File: src/rtl/multi_timer_pkg.sv
// multi_timer_pkg: shared types and constants for the multi-channel down-timer.
// Contents: per-channel FSM state encoding and mode encoding.
// Imported by timer_channel and multi_timer.
package multi_timer_pkg;

  typedef enum logic [1:0] {
    CH_IDLE = 2'd0,
    CH_RUN  = 2'd1,
    CH_HOLD = 2'd2
  } ch_state_e;

  localparam logic MODE_ONESHOT  = 1'b0;
  localparam logic MODE_PERIODIC = 1'b1;

endpackage

File: src/rtl/multi_timer_channel.sv
// timer_channel: one programmable down-counter with IDLE/RUN/HOLD control.
// Ports: clk_i/rst_ni (async active-low); tick (shared prescaler strobe);
//        start/stop strobes, hold level, mode/reload (sampled on start); count, busy, done outputs.
module timer_channel
  import multi_timer_pkg::*;
#(
  parameter int WIDTH = 16
) (
  input  logic             clk_i,
  input  logic             rst_ni,
  input  logic             tick,
  input  logic             start,
  input  logic             stop,
  input  logic             hold,
  input  logic             mode,
  input  logic [WIDTH-1:0] reload,
  output logic [WIDTH-1:0] count,
  output logic             busy,
  output logic             done
);

  ch_state_e        state;
  logic             mode_l;
  logic [WIDTH-1:0] reload_l;

  always_ff @(posedge clk_i or negedge rst_ni) begin
    if (!rst_ni) begin
      state    <= CH_IDLE;
      count    <= '1;
      mode_l   <= MODE_ONESHOT;
      reload_l <= '0;
      done     <= 1'b0;
    end else begin
      done <= 1'b0;
      if (start) begin
        // Start wins over stop/hold and restarts from any state.
        state    <= CH_RUN;
        count    <= reload;
        mode_l   <= mode;
        reload_l <= reload;
      end else begin
        unique case (state)
          CH_RUN: begin
            if (stop) begin
              state <= CH_IDLE;
            end else begin
              // Hold takes effect from the next cycle: the tick seen in the
              // cycle hold rises is still applied, and the tick seen in the
              // cycle hold falls (still HOLD) is dropped, so a hold of N
              // cycles costs exactly N cycles of counting.
              if (hold) state <= CH_HOLD;
              if (tick) begin
                if (count != '0) begin
                  count <= count - 1'b1;
                end else begin
                  done <= 1'b1;
                  if (mode_l == MODE_PERIODIC) begin
                    count <= reload_l;
                  end else begin
                    // Later assignment overrides a pending move to HOLD.
                    state <= CH_IDLE;
                  end
                end
              end
            end
          end
          CH_HOLD: begin
            if (stop) begin
              state <= CH_IDLE;
            end else if (!hold) begin
              state <= CH_RUN;
            end
          end
          default: ;
        endcase
      end
    end
  end

  assign busy = (state != CH_IDLE);

endmodule

File: src/rtl/multi_timer.sv
// multi_timer: NUM_CH independent down-timers sharing one free-running prescaler.
// Ports: clk_i/rst_ni (async active-low); presc_i divide value; per-channel start/stop/hold/mode/reload;
//        count_o/busy_o/done_o per channel. Optional MULTI_TIMER_IRQ_EN adds irq_clr_i and irq_o.
module multi_timer
  import multi_timer_pkg::*;
#(
  parameter int WIDTH   = 16,
  parameter int NUM_CH  = 4,
  parameter int PRESC_W = 8
) (
  input  logic                           clk_i,
  input  logic                           rst_ni,
  input  logic [PRESC_W-1:0]             presc_i,
  input  logic [NUM_CH-1:0]              start_i,
  input  logic [NUM_CH-1:0]              stop_i,
  input  logic [NUM_CH-1:0]              hold_i,
  input  logic [NUM_CH-1:0]              mode_i,
  input  logic [NUM_CH-1:0][WIDTH-1:0]   reload_i,
  output logic [NUM_CH-1:0][WIDTH-1:0]   count_o,
  output logic [NUM_CH-1:0]              busy_o,
  output logic [NUM_CH-1:0]              done_o
`ifdef MULTI_TIMER_IRQ_EN
  ,
  input  logic [NUM_CH-1:0]              irq_clr_i,
  output logic                           irq_o
`endif
);

  // Prescaler is never realigned by a channel start; presc_i is only picked
  // up when the count reloads on a tick.
  logic [PRESC_W-1:0] presc_cnt;
  logic               tick;

  assign tick = (presc_cnt == '0);

  always_ff @(posedge clk_i or negedge rst_ni) begin
    if (!rst_ni) begin
      presc_cnt <= '0;
    end else if (tick) begin
      presc_cnt <= presc_i;
    end else begin
      presc_cnt <= presc_cnt - 1'b1;
    end
  end

  for (genvar g = 0; g < NUM_CH; g++) begin : g_ch
    timer_channel #(
      .WIDTH(WIDTH)
    ) u_ch (
      .clk_i  (clk_i),
      .rst_ni (rst_ni),
      .tick   (tick),
      .start  (start_i[g]),
      .stop   (stop_i[g]),
      .hold   (hold_i[g]),
      .mode   (mode_i[g]),
      .reload (reload_i[g]),
      .count  (count_o[g]),
      .busy   (busy_o[g]),
      .done   (done_o[g])
    );
  end

`ifdef MULTI_TIMER_IRQ_EN
  logic [NUM_CH-1:0] irq_status;

  // Sticky status: a done in the same cycle as a clear keeps the bit set.
  always_ff @(posedge clk_i or negedge rst_ni) begin
    if (!rst_ni) begin
      irq_status <= '0;
      irq_o      <= 1'b0;
    end else begin
      irq_status <= (irq_status & ~irq_clr_i) | done_o;
      irq_o      <= |irq_status;
    end
  end
`endif

endmodule

File: config.mk
export PLATFORM = sky130hd
export DESIGN_NAME = multi_timer
export DESIGN_NICKNAME = d
export VERILOG_FILES = /design/src/rtl/multi_timer_pkg.sv /design/src/rtl/multi_timer_channel.sv /design/src/rtl/multi_timer.sv
export SDC_FILE = /design/constraint.sdc
export NUM_CORES = 1
export LEC_CHECK = 0
export CAP_MARGIN = 40
export CORE_ASPECT_RATIO = 1.25
export CORE_MARGIN = 1.5
export CORE_UTILIZATION = 31
export CTS_CLUSTER_DIAMETER = 40
export DETAILED_ROUTE_END_ITERATION = 16
export PLACE_DENSITY = 0.54
export SYNTH_ARGS = -nofsm -noshare
export SYNTH_HDL_FRONTEND = slang
export SYNTH_SLANG_ARGS = --single-unit
File: constraint.sdc
create_clock -name clk_i -period 2.32 [get_ports clk_i]
set_input_delay 0.348 -clock clk_i [delete_from_list [all_inputs] [get_ports clk_i]]
set_output_delay 0.348 -clock clk_i [all_outputs]
set_load 0.01 [all_outputs]
# After elaboration in Yosys (flattened, before gate mapping)
# Cells that the tools add are included.
# totals
input_bits	90
register_bits	152
wordCells	156
out_inout_bits	72
# classes
eq_ne	16
mux	81
addsub	5
reduce_logical	33
# ops
op	n
two-way mux 16 bit	24
two-way mux 2 bit	32
nonzero test 16 bit	4
subtractor 16 x 1 -> 16 bit, second input constant	4
nonzero test 2 bit	12
nonzero test 3 bit	8
two-way mux 1 bit	20
!= test 4 bit, second input constant	4
one-hot mux 2 bit (2 select lines)	4
AND reduction 4 bit	4
== test 2 x 1 -> 1 bit, second input constant	4
== test 2 bit, second input constant	4
logical NOT 8 bit	1
two-way mux 8 bit	1
!= test 2 bit, second input constant	4
AND reduction 2 bit	4
subtractor 8 x 1 -> 8 bit, second input constant	1

# Depth between registers and ports, before layout
# depth
depth_word	7
mapped_depth	9
mapped_depth_nobuf	7

# Hierarchy
# Synthesis repeated with hierarchy kept, for this count alone.
# hier_totals
cells_unflattened	941
hier_area_um2	8856.0
# modules_own_cells
module	cells_per_inst	area_each_um2	n_inst	seq_area_each_um2
timer_channel (g_ch[0].u_ch ...)	224	2069.5	2	920.9
timer_channel (g_ch[3].u_ch)	230	2130.8	1	920.9
timer_channel (g_ch[2].u_ch)	215	2112.0	1	920.9
multi_timer	48	474.2	1	200.2

# Least setup slack after synthesis
# No wires, ideal clock.
# synth_path
path_type	register to register
start	register presc_cnt[0]
end	register g_ch[1].u_ch.count[9]
t_arrival_ns	2.348
slack_ns	-0.093
stages_incl_launch_ff	10
t_required_ns	2.256
cell_sequence	dfrtp_1 -> inv_1 -> ha_1 -> or4b_1 -> or2_1 -> buf_6 -> or4_1 -> buf_2 -> a211o_1 -> nand3_1
# synth_via
elab_chain_len	3
# synth_lines
item	line	text
start: declaration	multi_timer.sv:31	logic [PRESC_W-1:0] presc_cnt;
start signal: assignment	multi_timer.sv:40	presc_cnt <= presc_i;
start signal: assignment	multi_timer.sv:42	presc_cnt <= presc_cnt - 1'b1;
logical NOT 8 bit	multi_timer.sv:34	assign tick = (presc_cnt == '0);
nonzero test 2 bit (no source line)	n/a	
AND reduction 4 bit (no source line)	n/a	
end signal: assignment	multi_timer_channel.sv:38	count <= reload;
end signal: assignment	multi_timer_channel.sv:54	count <= count - 1'b1;
end signal: assignment	multi_timer_channel.sv:58	count <= reload_l;
end: declaration	multi_timer_channel.sv:17	output logic [WIDTH-1:0] count,
# No other way between the ends.
# A chain may end at the register's enable or synchronous reset.

# Worst setup path after layout
# layout_path
start	register presc_cnt[1]
end	register g_ch[1].u_ch.count[9]
# Same word-level chain as after synthesis.

==> reports/qor.yml <==
outcome: "complete, no violations"
finalClockSkew_ns: 0.007024
synth_ff_type: "dfrtp_1"
slew_violations: 0
gp_congestion: 0.8750
rsz0062_at_grt: "yes"
grt_remaining_overflow: 0
drt-wirelength-per-cell_um: 17.57
grt.total_usage_pct: 18.20
multi_input_area_sq_um: 4536
yosysTopAreaCell: "dfrtp_1"
hold_viol: 0
critPathLaunchType: "flop"
synth_area_sq_um: 8676
fp.coreArea_sq_um: 27570
setup_violations: 0
min_from: "start_i[1]"
fill_cells: 2739
fin_setup_tns_ns: 0
period_share_pct: 99.15
worstReg2RegStart: "presc_cnt[1]$_DFF_PN0_"
yosysMostFrequentCell: "dfrtp_1"
total_leakage_power_nw: 4.795
synth_area_leaders: "dfrtp_1, dfstp_2, mux2_2"
timing.fmax_mhz: 434.7
cts-root-buf: "clkbuf_16"
grt_max_degree: 50
min_period_ns: 2.300
cellPowerDensity_nw_per_um2: 671.5
min_path_type: "input pin to flop"
start_util_pct: 31.47
final_nets: 1240
startpoint: "presc_cnt[1]$_DFF_PN0_"
synth.top_cell.area_share_pct: 25.38
timing.hold.ws_ns: 0.3687
ir_worst_vdd_v: 0.0004147
synth_edf_count: 0
path_cells: "inv_1, ha_2, or4b_4, or2_4, or4_4, a211o_1, nand3_1"
drt_iter0_markers: 489
drc: 0
synth_seq_cells: 152
grt_pass1_wl_um: 42440
synthArstFlopShare_pct: 100.0
tightest_slew_ns: 0.5655
postSynthCellCount: 941
cts_buffers: 17
firstDrtPassIters: 5
synth_nets: 1040
synthDistinctLibCells: 72
whs_path_depth: 2
synthTopCellsByCount: "dfrtp_1, nand2_1, o21ai_0"
chipWidth_um: 152.6
via_count: 7887
crit_family: "simple AND/OR/NAND/NOR gates"
dieHeight_um: 190.0
drt.antenna.violating_nets: 0
grt_pass1_vias: 8014
area_growth_pct: 38.78
die_area_sq_um: 29010
htree_levels: 4
worst-path-stages: 7
finalWorstSetupSlack_ns: 0.01972
wirelength_um: 26440
cts_tree: "yes"
clk_latency_ns: 0.44
layout-drive-gt1-share_pct: 23.50
clockBufferDepth: 2
antenna_found_initial: 2
hpwlAfterDp_um: 18970
path_max_fanout: 6
vias_per_cell: 5.241
numClockSinks: 152
crit_required_ns: 2.69
critPathBufInv: 1
reg2reg_depth: 7
yosysSeqAreaShare_pct: 44.76
pre_cts_ws_ns: -0.1116
synth_warnings: 0
path_clk_slew_ns: 0.06
cap_violations: 0
rows: 68
worstPathArrival_ns: 2.67
cp_slowest_cell: "or4b_4"
seq_area_sq_um: 3884
max-slew-margin-rel_pct: 62.18
critPathKind: "flop to flop"
endpoint_kind: "flop"
syn_area_per_cell_sq_um: 9.220
ioPinCount: 162
io_buffers: 161
max_stage_delay_ns: 0.49
## registers in the layout (all words and copies together) (netlist names)
register / count
g_ch.u_ch.reload_l: 64
g_ch.u_ch.mode_l: 4
g_ch.u_ch.done: 4
g_ch.u_ch.count: 64
g_ch.u_ch.state: 8
presc_cnt: 8
## cells in the final DEF (no fill, tap or decap), types with 14 or more instances in the layout
cell type / count
a31oi_1: 22
nor2_1: 64
inv_1: 56
nor4_1: 19
o31ai_1: 14
nand2_1: 85
clkbuf_16: 18
o211ai_1: 15
clkdlybuf4s50_1: 159
xnor2_1: 20
dfstp_2: 64
a21oi_1: 42
mux2_2: 33
nand4_1: 14
o21ai_0: 66
nor3_1: 32
nand3_1: 16
buf_4: 67
dfrtp_1: 88
## worst reg2reg max path: stages (launching register included)
cell	delay [ns]
dfrtp_1	0.38
inv_1	0.07
ha_2	0.17
or4b_4	0.49
or2_4	0.28
or4_4	0.49
a211o_1	0.29
nand3_1	0.08
## metrics by stage
stage                     area (sq um)  std cells  power [mW]  utilization, %
after detailed placement         11110       1466       5.165           40.30
after global placement           11110       1466       5.146           40.30
final                            12040       1505       8.086           43.68
after global routing             12040       1505       8.522           43.68
after CTS                        11750       1499       8.130           42.62
after floorplan                   8695        941       4.268               -
## final timing paths
kind | endpoint | slack [ns]
max | g_ch[1].u_ch.count[9]$_DFFE_PN1P_ | 0.02
min | g_ch[1].u_ch.state[1]$_DFFE_PN0P_ | 0.37
max reg2reg | g_ch[1].u_ch.count[9]$_DFFE_PN1P_ | 0.02
min reg2reg | g_ch[2].u_ch.count[1]$_DFFE_PN1P_ | 0.47
max in group asynchronous | g_ch[0].u_ch.count[12]$_DFFE_PN1P_ | 1.15
min in group asynchronous | g_ch[2].u_ch.reload_l[15]$_DFFE_PN0P_ | 0.42
## per-layer routing
layer,track usage [%],up-vias,wire length (um)
met5,0,-,0
met4,6.435,0,490
met3,3.531,33,991
met2,31.27,174,13290
met1,22.72,3836,11660
li1,-,3844,-
## layout make-up
class	instances	area share, %
antenna	2	0.04157
clock buffer	21	3.907
clock inverter	10	1.039
inverter	56	1.746
multi-input combinational	668	37.67
sequential	152	32.26
tap	350	3.637
timing repair buffer	246	19.70
## cells by family after synthesis
kind of cell               share of synthesized area [%]
adders and majority gates                          1.298
muxes                                              5.437
AOI/OAI and AO/OA                                  19.35
buffers and inverters                              5.812
xor gates and xnor gates                           3.029
DFF                                                44.76
and+or+nand+nor                                    20.31
## timing repair
item / CTS / global route
hold endpoints to repair: 27 / 0
gates resized for setup: 7 / 57
cloned: 1 / 2
buffers inserted: 0 / 3
pin swaps: 1 / 10
hold buffers: 1 / 0
endpoints found under the setup margin: 33 / 60
## power breakdown
| group | internal [mW] | switching (mW) |
|---|---|---|
| Clock | 1.76 | 1.13 |
| Combinational | 0.950 | 0.849 |
| Sequential | 3.05 | 0.347 |
Power figures use the tool's default switching activity.
